--- config.mk ---
export PLATFORM = sky130hd
export DESIGN_NAME = logic_unit_pipe_flat
export DESIGN_NICKNAME = d
export VERILOG_FILES = /design/src/rtl/logic_unit_pipe_pkg.sv /design/src/rtl/logic_unit_pipe_if.sv /design/src/rtl/logic_unit_pipe_reg.sv /design/src/rtl/logic_unit_pipe.sv /design/src/flat_wrapper.sv
export SDC_FILE = /design/constraint.sdc
export NUM_CORES = 1
export LEC_CHECK = 0
export ABC_AREA = 1
export CAP_MARGIN = 20
export CORE_ASPECT_RATIO = 1.4
export CORE_MARGIN = 2
export CORE_UTILIZATION = 30
export CTS_CLUSTER_SIZE = 40
export DETAILED_ROUTE_END_ITERATION = 10
export PLACE_DENSITY = 0.54
export SKIP_CTS_REPAIR_TIMING = 1
export SLEW_MARGIN = 5
export SYNTH_ARGS = -nofsm -noshare
export SYNTH_HDL_FRONTEND = slang
export SYNTH_HIERARCHICAL = 1
export SYNTH_SLANG_ARGS = --single-unit
--- constraint.sdc ---
create_clock -name i_clk -period 2.3 [get_ports i_clk]
set_clock_uncertainty 0.1 [all_clocks]
set_input_delay 0.575 -clock i_clk [delete_from_list [all_inputs] [get_ports i_clk]]
set_output_delay 0.575 -clock i_clk [all_outputs]
set_load 0.01 [all_outputs]
--- src/rtl/logic_unit_pipe_pkg.sv ---
// Shared opcode definitions for the pipelined bitwise logic unit.
package lu_pkg;

  localparam int LU_OP_W = 3;

  localparam logic [LU_OP_W-1:0] LU_AND  = 3'b000;
  localparam logic [LU_OP_W-1:0] LU_OR   = 3'b001;
  localparam logic [LU_OP_W-1:0] LU_XOR  = 3'b010;
  localparam logic [LU_OP_W-1:0] LU_NOR  = 3'b011;
  localparam logic [LU_OP_W-1:0] LU_NAND = 3'b100;
  localparam logic [LU_OP_W-1:0] LU_XNOR = 3'b101;
  localparam logic [LU_OP_W-1:0] LU_ANDN = 3'b110;
  localparam logic [LU_OP_W-1:0] LU_PASS = 3'b111;

endpackage

--- src/rtl/logic_unit_pipe_if.sv ---
// Upstream operand channel and downstream result channel of the logic unit.
// The unit itself is the slave; whoever drives operands and consumes results
// is the master.
interface logic_unit_pipe_if #(
  parameter int N = 8
);
  import lu_pkg::*;

  logic               i_valid;
  logic               o_ready;
  logic [LU_OP_W-1:0] i_op;
  logic [N-1:0]       i_x;
  logic [N-1:0]       i_y;

  logic               o_valid;
  logic               i_ready;
  logic [N-1:0]       o_z;
  logic               o_zero;
  logic               o_ones;

  modport slave (
    input  i_valid, i_op, i_x, i_y, i_ready,
    output o_ready, o_valid, o_z, o_zero, o_ones
  );

  modport master (
    output i_valid, i_op, i_x, i_y, i_ready,
    input  o_ready, o_valid, o_z, o_zero, o_ones
  );

endinterface

--- src/rtl/logic_unit_pipe_reg.sv ---
// One valid/ready register slice. Ready looks straight through to the next
// stage, so a full chain of these stalls combinationally with no skid storage.
module lu_pipe_reg #(
  parameter int W = 1
) (
  input  logic         i_clk,
  input  logic         i_rst_n,
  input  logic         i_valid,
  output logic         o_ready,
  input  logic [W-1:0] i_data,
  output logic         o_valid,
  input  logic         i_ready,
  output logic [W-1:0] o_data
);

  assign o_ready = !o_valid || i_ready;

  // Load when empty or draining; data only moves with a valid beat so the
  // held value stays quiet through bubbles.
  always_ff @(posedge i_clk or negedge i_rst_n) begin
    if (!i_rst_n) begin
      o_valid <= 1'b0;
      o_data  <= '0;
    end else if (o_ready) begin
      o_valid <= i_valid;
      if (i_valid) begin
        o_data <= i_data;
      end
    end
  end

endmodule

--- src/rtl/logic_unit_pipe.sv ---
// Two-stage pipelined bitwise logic unit: operands are registered, the op is
// evaluated between the slices, and the result plus its flags are registered.
module logic_unit_pipe
  import lu_pkg::*;
#(
  parameter int N = 8
) (
  input  logic             i_clk,
  input  logic             i_rst_n,
  logic_unit_pipe_if.slave bus
);

  localparam int S1_W = LU_OP_W + 2 * N;
  localparam int S2_W = N + 2;

  logic               s1_valid;
  logic               s2_ready;
  logic [S1_W-1:0]    s1_data;
  logic [LU_OP_W-1:0] s1_op;
  logic [N-1:0]       s1_x;
  logic [N-1:0]       s1_y;
  logic [N-1:0]       z_next;
  logic               zero_next;
  logic               ones_next;
  logic [S2_W-1:0]    s2_data;

  lu_pipe_reg #(.W(S1_W)) u_s1 (
    .i_clk   (i_clk),
    .i_rst_n (i_rst_n),
    .i_valid (bus.i_valid),
    .o_ready (bus.o_ready),
    .i_data  ({bus.i_op, bus.i_x, bus.i_y}),
    .o_valid (s1_valid),
    .i_ready (s2_ready),
    .o_data  (s1_data)
  );

  assign {s1_op, s1_x, s1_y} = s1_data;

  // Op decode on the registered operands; every code is defined.
  always_comb begin
    z_next = '0;
    case (s1_op)
      LU_AND:  z_next = s1_x & s1_y;
      LU_OR:   z_next = s1_x | s1_y;
      LU_XOR:  z_next = s1_x ^ s1_y;
      LU_NOR:  z_next = ~(s1_x | s1_y);
      LU_NAND: z_next = ~(s1_x & s1_y);
      LU_XNOR: z_next = ~(s1_x ^ s1_y);
      LU_ANDN: z_next = s1_x & ~s1_y;
      LU_PASS: z_next = s1_x;
      default: z_next = '0;
    endcase
  end

  assign zero_next = (z_next == '0);
  assign ones_next = &z_next;

  lu_pipe_reg #(.W(S2_W)) u_s2 (
    .i_clk   (i_clk),
    .i_rst_n (i_rst_n),
    .i_valid (s1_valid),
    .o_ready (s2_ready),
    .i_data  ({z_next, zero_next, ones_next}),
    .o_valid (bus.o_valid),
    .i_ready (bus.i_ready),
    .o_data  (s2_data)
  );

  assign {bus.o_z, bus.o_zero, bus.o_ones} = s2_data;

endmodule

--- src/flat_wrapper.sv ---
// flat-port wrapper written by rule: the top's interface ports become plain ports
module logic_unit_pipe_flat import lu_pkg::*;
#(
  parameter int N = 8
)
  (i_clk, i_rst_n, bus_i_valid, bus_i_op, bus_i_x, bus_i_y, bus_i_ready, bus_o_ready, bus_o_valid, bus_o_z, bus_o_zero, bus_o_ones);
  logic_unit_pipe_if #(.N(N)) bus_i ();
  input  logic i_clk;
  input  logic i_rst_n;
  input wire logic [$bits(bus_i.i_valid)-1:0] bus_i_valid;
  input wire logic [$bits(bus_i.i_op)-1:0] bus_i_op;
  input wire logic [$bits(bus_i.i_x)-1:0] bus_i_x;
  input wire logic [$bits(bus_i.i_y)-1:0] bus_i_y;
  input wire logic [$bits(bus_i.i_ready)-1:0] bus_i_ready;
  output wire logic [$bits(bus_i.o_ready)-1:0] bus_o_ready;
  output wire logic [$bits(bus_i.o_valid)-1:0] bus_o_valid;
  output wire logic [$bits(bus_i.o_z)-1:0] bus_o_z;
  output wire logic [$bits(bus_i.o_zero)-1:0] bus_o_zero;
  output wire logic [$bits(bus_i.o_ones)-1:0] bus_o_ones;
  assign bus_i.i_valid = bus_i_valid;
  assign bus_i.i_op = bus_i_op;
  assign bus_i.i_x = bus_i_x;
  assign bus_i.i_y = bus_i_y;
  assign bus_i.i_ready = bus_i_ready;
  assign bus_o_ready = bus_i.o_ready;
  assign bus_o_valid = bus_i.o_valid;
  assign bus_o_z = bus_i.o_z;
  assign bus_o_zero = bus_i.o_zero;
  assign bus_o_ones = bus_i.o_ones;
  logic_unit_pipe #(.N(N)) u_core (.i_clk(i_clk), .i_rst_n(i_rst_n), .bus(bus_i));
endmodule
==> flow_metrics.py <==
metrics = {
    "final_layout": {
        "seqCellArea_sq_um": 776,
        "stdcell_count": 496,
        "antenna_cells": 0,
        "num-fill-cells": 899,
        "multi_input_area_sq_mm": 0.00138,
        "syn2layout_area_growth_pct": 23.8,
        "fin_nets": 441,
        "drive_gt1_share_pct": 8.88,
        "design_area_sq_mm": 0.00306,
    },
    "yosys": {
        "synth.distinct_cells": 18,
        "ys_warn_count": 6,
        "ys_ff_latch": 31,
        "syn_area_sq_mm": 0.00247,
        "netlist_instances": 354,
        "synthesis.nets": 401,
        "syn_area_per_cell_sq_um": 6.98,
        "ys_seq_area_share_pct": 31.4,
    },
    "detailed_routing": {
        "wl_um": 5920,
        "first_pass_iters": 4,
        "dr.first_iter.drc_count": 81,
        "ant_nets": 0,
        "vias": 2330,
        "drc": 0,
        "viasPerCell": 4.70,
        "wire_per_inst_um": 11.9,
    },
    "worst_setup_path": {
        "criticalPathCategory": "input pin to output pin",
        "path_max_fanout": 2,
        "end_kind": "output pin",
        "critical_path_arrival_ps": 1400,
        "cp.required_ps": 1620,
        "worstSetupStartpointType": "input pin",
    },
    "sta": {
        "tightest_slew_ps": 619,
        "setup_viol": 0,
        "period_minus_slack_ps": 2070,
        "timing.final.ws_setup_ps": 230,
        "rsz0062_at_grt": "false",
        "clock.fmax_ghz": 0.483,
        "period_share_pct": 90.0,
        "drv_slew": 0,
        "slew_headroom_pct": 58.7,
        "hold_slack_ps": 365,
        "finalHoldViolCount": 0,
    },
    "cts": {
        "cts_htree_levels": 2,
        "clock_path_buffers": 2,
        "cts.sinks": 31,
        "cts-root-buf": "clkbuf_16",
        "clkLatencyLatePin_ps": 270,
        "numCtsBuffers": 5,
        "path_clk_slew_ps": 50,
        "cts_tree": "yes",
    },
    "place": {
        "placed_cell_area_sq_mm": 0.00291,
        "io_buffers": 34,
        "dp_hpwl_um": 4530,
        "dp_slack_ps": -150,
        "place.gp.congestion": 0.853,
        "place_inst": 489,
    },
    "floorplan": {
        "placementRows": 39,
        "initial_core_util_pct": 30.5,
        "die_y_um": 111,
        "die_w_um": 80.7,
        "die_area_sq_mm": 0.00899,
        "ios": 35,
        "core_area_sq_mm": 0.00810,
    },
    "power_and_ir_drop": {
        "powerDensity_mw_per_mm2": 776,
        "ir_drop_mv": 0.400,
        "p_leak_uw": 0.00164,
        "total_power_uw": 2370,
    },
    "global_route": {
        "overflow": 0,
        "antenna_found_initial": 0,
        "grt_max_degree": 32,
        "grt_usage_pct": 14.1,
        "first_global_vias": 2207,
        "grt_pass1_wl_um": 10100,
    },
    "outcome": {
        "status": "finished, final reports clean",
    },
    "hold_path": {
        "hold_class": "register to register",
    },
    "job": {
        "cap_violations": 0,
    },
}
-- where the power goes --
group	switching, uW	internal (uW)	leakage [uW]
sequential	122	666	0.000384
combinational	519	422	0.00119
clock	223	422	0.0000727
total	864	1510	0.00164
-- stage by stage --
step / util, % / TNS (ps)
2_1_floorplan: - / 0
4_1_cts: 37.7 / -165
5_1_grt: 37.8 / 0
6_report: 37.8 / 0
3_3_place_gp: 35.9 / -151
3_5_place_dp: 35.9 / -150
-- final timing paths --
check,startpoint,end,depth (start not counted),slack [ps]
max,bus_i_ready,bus_o_ready,6,230
min,u_core/u_s2/o_data[1],u_core/u_s2/o_data[1],2,370
max reg2reg,u_core/u_s1/o_data[16],u_core/u_s2/o_data[0],11,260
min reg2reg,u_core/u_s2/o_data[1],u_core/u_s2/o_data[1],2,370
max in group asynchronous,i_rst_n,u_core/u_s1/o_data[1],2,1200
min in group asynchronous,i_rst_n,u_core/u_s1/o_data[7],2,610
-- registers in the layout (all words and copies together) (netlist names) --
| register | flops |
|---|---|
| u_core/u_s1/o_data | 19 |
| u_core/u_s2/o_data | 10 |
| u_core/u_s1/o_valid | 1 |
| u_core/u_s2/o_valid | 1 |
-- synthesized netlist by cell type --
library cell	count	area, sq um
o21ai_0	4	20.0
dfrtp_1	31	776
nor2_1	32	120
buf_2	4	20.0
nor2_2	2	12.5
nand3_2	1	10.0
nand2_2	4	25.0
nand4_1	19	119
inv_2	3	11.3
buf_6	6	67.6
ha_1	24	300
inv_1	39	146
nand2_1	113	424
nand3b_1	10	75.1
nand3_1	53	265
clkbuf_8	1	13.8
buf_4	7	52.6
nor2_4	1	11.3
-- placed cells by master, fill, tap and decap left out, types with 4 or more instances in the layout --
master and instances:
nand3b_1 10, nand4_1 19, clkbuf_16 5, ha_1 24
o21ai_0 4, inv_1 39, nand3_1 53, dfrtp_1 31
clkdlybuf4s50_1 33, nand2_1 113, buf_4 17, nor2_1 32
nand2_2 4
-- kinds of logic (layout without fill, tap and decap cells) --
kind of cell / Yosys count / in the layout / synth area share (%)
AND/OR/NAND/NOR: 235 / 235 / 43.0
buffers and inverters: 60 / 100 / 12.6
flip-flops: 31 / 31 / 31.4
adder cells (fa/ha/maj): 24 / 24 / 12.2
AO/OA/AOI/OAI: 4 / 4 / 0.811
-- metal layers --
layer	part of all wire, %	GRT usage, %	vias up
met5	0	0	-
met4	1.8	6.10	0
met3	3.6	2.35	8
met2	52	24.4	56
met1	43	16.9	1056
li1	-	-	1210
-- cell type report --
cell class              count  share of cell area (%)
flip-flops and latches     31                    25.4
inverters                  42                    5.16
repair buffers             51                    15.4
multi-input cells         263                    45.2
clock buffers               6                    4.54
clock inverters             1                   0.164
well taps                 102                    4.17
-- critical path, cell delays in order --
cell	delay [ps]
clkdlybuf4s50_1	460
inv_1	40
nand2_2	50
inv_1	40
nand2_2	60
dlymetal6s2s_1	170
Note: power is estimated with default switching activity, not from simulation.
